## src/rtl/dma_if_32to64.sv

```systemverilog
// AXI-Stream 32->64 width upconverter for the fromhost (MM2S) path.
// Pairs consecutive input dwords into one registered 64-bit beat; a packet-final odd dword is zero-padded.
module dma_if_32to64 #(
    parameter bit FIRST_IN_HIGH = 1'b1,
    parameter int CNT_W         = 16
) (
    input  logic             clk,
    input  logic             rst_n,

    input  logic             s0_axis_fromhost_tvalid,
    input  logic [31:0]      s0_axis_fromhost_tdata,
    input  logic [3:0]       s0_axis_fromhost_tkeep,
    input  logic             s0_axis_fromhost_tlast,
    output logic             s0_axis_fromhost_tready,

    output logic             m0_axis_fromhost_tvalid,
    output logic [63:0]      m0_axis_fromhost_tdata,
    output logic [7:0]       m0_axis_fromhost_tkeep,
    output logic             m0_axis_fromhost_tlast,
    input  logic             m0_axis_fromhost_tready,

    output logic [CNT_W-1:0] pkt_cnt
);

    typedef enum logic {
        S_EMPTY = 1'b0,
        S_HALF  = 1'b1
    } state_e;

    state_e             state_q, state_d;
    logic [31:0]        hold_data_q, hold_data_d;
    logic [3:0]         hold_keep_q, hold_keep_d;
    logic               m_tvalid_q, m_tvalid_d;
    logic [63:0]        m_tdata_q, m_tdata_d;
    logic [7:0]         m_tkeep_q, m_tkeep_d;
    logic               m_tlast_q, m_tlast_d;
    logic [CNT_W-1:0]   pkt_cnt_q, pkt_cnt_d;

    logic               s_ready;
    logic               s_hs;
    logic               m_hs;
    logic [31:0]        first_data, second_data;
    logic [3:0]         first_keep, second_keep;
    logic [63:0]        pair_data;
    logic [7:0]         pair_keep;

    // Accept whenever the output register is empty or is draining this cycle.
    assign s_ready = ~m_tvalid_q | m0_axis_fromhost_tready;
    assign s_hs    = s0_axis_fromhost_tvalid & s_ready;
    assign m_hs    = m_tvalid_q & m0_axis_fromhost_tready;

    // Slot assembly: in S_HALF the held dword goes first, otherwise the incoming one leads a zero pad.
    always_comb begin
        if (state_q == S_HALF) begin
            first_data  = hold_data_q;
            first_keep  = hold_keep_q;
            second_data = s0_axis_fromhost_tdata;
            second_keep = s0_axis_fromhost_tkeep;
        end else begin
            first_data  = s0_axis_fromhost_tdata;
            first_keep  = s0_axis_fromhost_tkeep;
            second_data = '0;
            second_keep = '0;
        end

        if (FIRST_IN_HIGH) begin
            pair_data = {first_data, second_data};
            pair_keep = {first_keep, second_keep};
        end else begin
            pair_data = {second_data, first_data};
            pair_keep = {second_keep, first_keep};
        end
    end

    always_comb begin
        // NOTE: every _d gets a hold/default value first so no path through the case leaves it unassigned (no latches).
        state_d     = state_q;
        hold_data_d = hold_data_q;
        hold_keep_d = hold_keep_q;
        m_tvalid_d  = m_tvalid_q & ~m_hs;
        m_tdata_d   = m_tdata_q;
        m_tkeep_d   = m_tkeep_q;
        m_tlast_d   = m_tlast_q;
        pkt_cnt_d   = pkt_cnt_q;

        if (m_hs && m_tlast_q) begin
            pkt_cnt_d = pkt_cnt_q + CNT_W'(1);
        end

        if (s_hs) begin
            unique case (state_q)
                S_EMPTY: begin
                    if (s0_axis_fromhost_tlast) begin
                        m_tvalid_d = 1'b1;
                        m_tdata_d  = pair_data;
                        m_tkeep_d  = pair_keep;
                        m_tlast_d  = 1'b1;
                    end else begin
                        hold_data_d = s0_axis_fromhost_tdata;
                        hold_keep_d = s0_axis_fromhost_tkeep;
                        state_d     = S_HALF;
                    end
                end
                S_HALF: begin
                    m_tvalid_d = 1'b1;
                    m_tdata_d  = pair_data;
                    m_tkeep_d  = pair_keep;
                    m_tlast_d  = s0_axis_fromhost_tlast;
                    state_d    = S_EMPTY;
                end
                default: state_d = S_EMPTY;
            endcase
        end
    end

    // NOTE: state registers use non-blocking assignments so all of them update together at the edge.
    always_ff @(posedge clk or negedge rst_n) begin
        if (!rst_n) begin
            state_q     <= S_EMPTY;
            hold_data_q <= '0;
            hold_keep_q <= '0;
            m_tvalid_q  <= 1'b0;
            m_tdata_q   <= '0;
            m_tkeep_q   <= '0;
            m_tlast_q   <= 1'b0;
            pkt_cnt_q   <= '0;
        end else begin
            state_q     <= state_d;
            hold_data_q <= hold_data_d;
            hold_keep_q <= hold_keep_d;
            m_tvalid_q  <= m_tvalid_d;
            m_tdata_q   <= m_tdata_d;
            m_tkeep_q   <= m_tkeep_d;
            m_tlast_q   <= m_tlast_d;
            pkt_cnt_q   <= pkt_cnt_d;
        end
    end

    assign s0_axis_fromhost_tready = s_ready;
    assign m0_axis_fromhost_tvalid = m_tvalid_q;
    assign m0_axis_fromhost_tdata  = m_tdata_q;
    assign m0_axis_fromhost_tkeep  = m_tkeep_q;
    assign m0_axis_fromhost_tlast  = m_tlast_q;
    assign pkt_cnt                 = pkt_cnt_q;

endmodule

```

## config.mk

```make
export PLATFORM = sky130hd
export DESIGN_NAME = dma_if_32to64
export DESIGN_NICKNAME = d
export VERILOG_FILES = /design/src/rtl/dma_if_32to64.sv
export SDC_FILE = /design/constraint.sdc
export NUM_CORES = 1
export LEC_CHECK = 0
export ABC_AREA = 1
export CELL_PAD_IN_SITES_DETAIL_PLACEMENT = 0
export CELL_PAD_IN_SITES_GLOBAL_PLACEMENT = 2
export CORE_UTILIZATION = 33
export CTS_BUF_LIST = sky130_fd_sc_hd__clkbuf_2 sky130_fd_sc_hd__clkbuf_4 sky130_fd_sc_hd__clkbuf_8
export DETAILED_ROUTE_END_ITERATION = 7
export GPL_ROUTABILITY_DRIVEN = 0
export GPL_TIMING_DRIVEN = 1
export HOLD_SLACK_MARGIN = 0.1
export PLACE_DENSITY = 0.95
export SYNTH_ARGS = -nofsm -noshare
export SYNTH_HDL_FRONTEND = slang
export SYNTH_SLANG_ARGS = --single-unit
export TNS_END_PERCENT = 10
```

## constraint.sdc

```tcl
create_clock -name clk -period 2 [get_ports clk]
set_input_delay 0.4 -clock clk [delete_from_list [all_inputs] [get_ports clk]]
set_output_delay 0.4 -clock clk [all_outputs]
set_load 0.01 [all_outputs]
```

Yosys cells after proc, flatten, opt, wreduce, memory -nomap -nowiden:

Index checks and enable logic that the tools add are counted.

* add/sub/neg operators: 1
* multiply operators: 0
* div/mod/pow operators: 0
* $lt $le $gt $ge: 0
* equal/unequal tests: 1
* shifts and indexed selects: 0
* mux-type cells: 15
* bitwise logic cells: 8
* reduce and logical (&&, ||, !) cells: 3

Operators by type and width (count)
* case mux 64 bit (2 select lines): 1
* 2-to-1 mux 32 bit: 2
* 2-to-1 mux 64 bit: 1
* adder 16 x 1 -> 16 bit (second input constant): 1
* case mux 8 bit (2 select lines): 1
* 2-to-1 mux 4 bit: 2
* 2-to-1 mux 8 bit: 1
* case mux 1 bit (2 select lines): 3
* 2-to-1 mux 1 bit: 4
* inverter 1 bit: 4
* AND 1 bit: 3
* AND reduction 3 bit: 1
* != test 2 bit (second input constant): 1
* AND reduction 2 bit: 1
* logical AND 1 bit: 1
* bitwise OR 1 bit: 1

* flip-flop bits (word level): 127
* bits in latches: 0
* memory bits (writable): 0
* memory bits (read-only): 0
* input bits: 41
* output and inout port bits: 91
* logic and storage cells: 36
* memories kept: 0

Logic depth before layout (Yosys ltp):

* depth after elaboration: 6
* mapped depth: 9
* depth with buffers taken out: 9

Least setup slack after synthesis:

OpenSTA, ideal clock, no wires.

* path type: flip-flop to flip-flop
* from: reg pkt_cnt_q[0] (netlist: pkt_cnt[0])
* to: reg pkt_cnt_q[14] (netlist: pkt_cnt[14])
* arrival time: 1.218 ns
* required time: 1.887 ns
* path slack: 0.669 ns
* stages on the path, launching flop included: 9
* buffers on the path: 0
* period minus slack after synthesis: 1.331 ns
* cells stage by stage: dfrtp_1 ha_1 inv_1 nor2_1 nand2_1 nor2_1 nand3_1 nand2_1 inv_1

* cells in the longest elaborated chain, start to end: 1

RTL lines
* start: declaration: line 37 `logic [CNT_W-1:0] pkt_cnt_q, pkt_cnt_d;`
* start signal: assignment: line 135 `pkt_cnt_q <= pkt_cnt_d;`
* adder 16 x 1 -> 16 bit: line 87 `pkt_cnt_d = pkt_cnt_q + CNT_W'(1);`

No other way between the ends.
A chain may end at the register's enable or synchronous reset.

Worst setup path after layout:

* from: in m0_axis_fromhost_tready
* to: out s0_axis_fromhost_tready

* cells in the longest elaborated chain, start to end: 1

RTL lines
* start: declaration: line 20 `input logic m0_axis_fromhost_tready,`
* bitwise OR 1 bit: line 48 `assign s_ready = ~m_tvalid_q | m0_axis_fromhost_tready;`
* end: declaration: line 14 `output logic s0_axis_fromhost_tready,`

No other way between the ends.

==> impl_metrics.tcl <==
set metrics [dict create \
    outcome "complete, no violations" \
    dp.cells 912 \
    synth_cell_types 25 \
    fp-row-count 46 \
    reg2regPathDepth 8 \
    cts_tree "done" \
    synthArstFlopShare_pct 100.0 \
    root_buffer "clkbuf_8" \
    cp_common_cell "clkdlybuf4s50_1" \
    synth_top_area_share_pct 57.38 \
    r2r-end "pkt_cnt[14]" \
    grt_pass1_vias 4366 \
    vias_per_cell 4.709 \
    syn_to_final_growth_pct 35.96 \
    crit_type "in -> out" \
    crit_path_end_kind "output port" \
    grt_pass1_wl_um 22080 \
    netlist_area_mm2 0.005539 \
    drive_gt1_share_pct 7.703 \
    min_delay_path_depth 2 \
    drt_wl_total_um 12980 \
    powerDensity_mw_per_mm2 1128 \
    clk_pin_slew_ps 70 \
    port_buffers 131 \
    synthCells 587 \
    drv_cap 0 \
    cp_max_fo 3 \
    vdd_ir_drop_max_uv 472.1 \
    tightest_slew_ps 419.2 \
    first_pass_iters 5 \
    post_dp_cell_area_mm2 0.007126 \
    htree_levels 4 \
    cpPeakStageDelay_ps 550 \
    yosysWarnings 0 \
    synth_area_per_cell_um2 9.436 \
    cts_buffer_depth 2 \
    post_cts_buffers 0 \
    hold_viol 0 \
    synth_most_common_cell "nand2_1" \
    pin_count 132 \
    synth_edf_count 0 \
    fin_cells 943 \
    dieHeight_um 131.6 \
    track_usage_pct 16.17 \
    synth_flop_cell "dfrtp_1" \
    reg2reg_from "pkt_cnt[1]" \
    gr-total-overflow 0 \
    worstPathCellList "clkdlybuf4s50_1 > inv_2 > nand2_4 > clkdlybuf4s50_1" \
    dieWidth_um 131.6 \
    antenna_found_initial 0 \
    setup_viol_count_final 0 \
    drcViolationCount 0 \
    period_share_pct 98.37 \
    slew_violations 0 \
    first_iter_violations 273 \
    worstPathArrival_ps 1570 \
    yosys.area.top_type "dfrtp_1" \
    fmax_mhz 508.3 \
    core_region_area_mm2 0.01612 \
    crit_path_start_kind "input port" \
    antenna_cells 0 \
    fin_nets 758 \
    power.leakage_nw 3.319 \
    netlist_top_cells_count "nand2_1 (144), dfrtp_1 (127), o21ai_0 (75)" \
    synth_nets 629 \
    drtAntennaViolNets 0 \
    synth.area.top_cells "dfrtp_1 (57%), nand2_1 (9.8%), o21ai_0 (6.8%)" \
    start_util_pct 34.37 \
    min_to "hold_data_q[8]" \
    yosysSeqAreaShare_pct 57.38 \
    required_ps 1600 \
    hpwl_um 8971 \
    tns_ps 0 \
    die_area_mm2 0.01731 \
    post_drt_wl_per_cell_um 13.77 \
    clock_latency_ps 440 \
    r2r_setup_slack_ps 510 \
    rsz0062_at_grt "false" \
    hold_start "hold_data_q[8]" \
    synth_seq_cells 127 \
    stdcell_area_mm2 0.007531 \
    hold_class "reg -> reg" \
    vias 4441 \
    grt_start_max_net_pins 69 \
    finalClockSkew_ps 7.535 \
    maxSlewHeadroom_pct 72.05 \
    cts.sink_count 127 \
    slowest_stage "clkdlybuf4s50_1" \
    cts_buffers 17 \
    num-fill-cells 1522 \
    period_minus_slack_ps 1967 \
]
[through the flow]
| stage | utilization, % | total power, mW | hold slack (ps) | worst slack, ps |
|---|---|---|---|---|
| after global routing | 46.73 | 9.029 | 501.7 | 4.144 |
| after floorplan | - | 4.930 | 104.4 | 668.8 |
| final | 46.73 | 8.496 | 483.9 | 32.57 |
| after global placement | 44.22 | 6.271 | 437.3 | 47.64 |
| after detailed placement | 44.22 | 6.362 | 438.8 | 31.95 |
| after CTS | 46.72 | 8.612 | 485.8 | 18.48 |
[report_power, final]
part / switching [mW] / internal (mW) / leakage [nW]
Clock: 0.959 / 1.26 / 0.205
Combinational: 1.18 / 1.41 / 1.56
Sequential: 0.418 / 3.27 / 1.55
Total: 2.56 / 5.94 / 3.32
[placed cells by master (no fill, tap or decap), types with 2 or more instances in the layout]
| master | netlist | layout |
|---|---|---|
| dfrtp_1 | 127 | 126 |
| inv_1 | 50 | 50 |
| o21ai_0 | 75 | 75 |
| bufinv_16 | 0 | 2 |
| nor3_1 | 2 | 2 |
| buf_12 | 0 | 9 |
| clkinv_2 | 0 | 3 |
| nor2_1 | 12 | 12 |
| nand3_1 | 8 | 8 |
| xor2_1 | 5 | 5 |
| o21ai_1 | 37 | 37 |
| inv_2 | 2 | 2 |
| nand2_1 | 144 | 144 |
| o31ai_1 | 36 | 36 |
| clkbuf_8 | 0 | 21 |
| nand3_4 | 2 | 2 |
| clkbuf_4 | 0 | 3 |
| xnor2_1 | 4 | 4 |
| clkdlybuf4s50_1 | 0 | 130 |
| o21a_1 | 36 | 36 |
| buf_4 | 5 | 7 |
| nand4_1 | 2 | 2 |
| nand2_4 | 2 | 2 |
[cell type report]
type                            instances  area [um^2]  share of cell area, %
Clock buffer                           24        311.5                  4.137
Clock inverter                          6        82.58                  1.097
Inverter                               52        195.2                  2.592
Multi-Input combinational cell        371         1948                  25.87
Sequential cell                       127         3179                  42.22
Tap cell                              216        270.3                  3.589
Timing Repair Buffer                  147         1544                  20.50
[what timing repair did]
action                                  CTS  global route
hold buffers                              1             0
endpoints found under the hold margin   127             0
gates resized for setup                   0             1
endpoints found under the setup margin    0             1
[registers in the layout (all words and copies together) (netlist names)]
signal and count:
hold_keep_q 4, m0_axis_fromhost_tkeep 8, pkt_cnt 16, state_q 1
m0_axis_fromhost_tvalid 1, hold_data_q 32, m0_axis_fromhost_tdata 64, m0_axis_fromhost_tlast 1
[worst max path at each step]
stage	from	end	slack, ps	cells past startpoint
2_1_floorplan	pkt_cnt[0]	pkt_cnt[14]	670	8
3_3_place_gp	m0_axis_fromhost_tready	s0_axis_fromhost_tready	50	4
3_5_place_dp	m0_axis_fromhost_tready	s0_axis_fromhost_tready	30	4
4_1_cts	m0_axis_fromhost_tvalid	s0_axis_fromhost_tready	20	2
5_1_grt	m0_axis_fromhost_tready	s0_axis_fromhost_tready	4	4
6_report	m0_axis_fromhost_tready	s0_axis_fromhost_tready	30	4
[metal layers]
| metal | routed length (um) | global-route usage [%] | part of all wire (%) |
|---|---|---|---|
| met1 | 6167 | 20.39 | 48 |
| met2 | 5985 | 25.81 | 46 |
| met3 | 609 | 4.244 | 4.7 |
| met4 | 218 | 7.494 | 1.7 |
| met5 | 0 | 0 | 0 |
[critical path: cells and delay by family]
| family | cells | cell delay [ps] |
|---|---|---|
| AND/OR/NAND/NOR | 1 | 70 |
| buffers and inverters | 3 | 1100 |
[cell families after synthesis]
kind of cell             share of synthesized area (%)
flip-flops                                       57.38
AND/OR/NAND/NOR                                  13.33
buffers and inverters                            7.545
AO/OA/AOI/OAI                                    20.10
XOR/XNOR                                         1.423
adder cells (fa/ha/maj)                         0.2259
(Power assumes the default switching activity.)
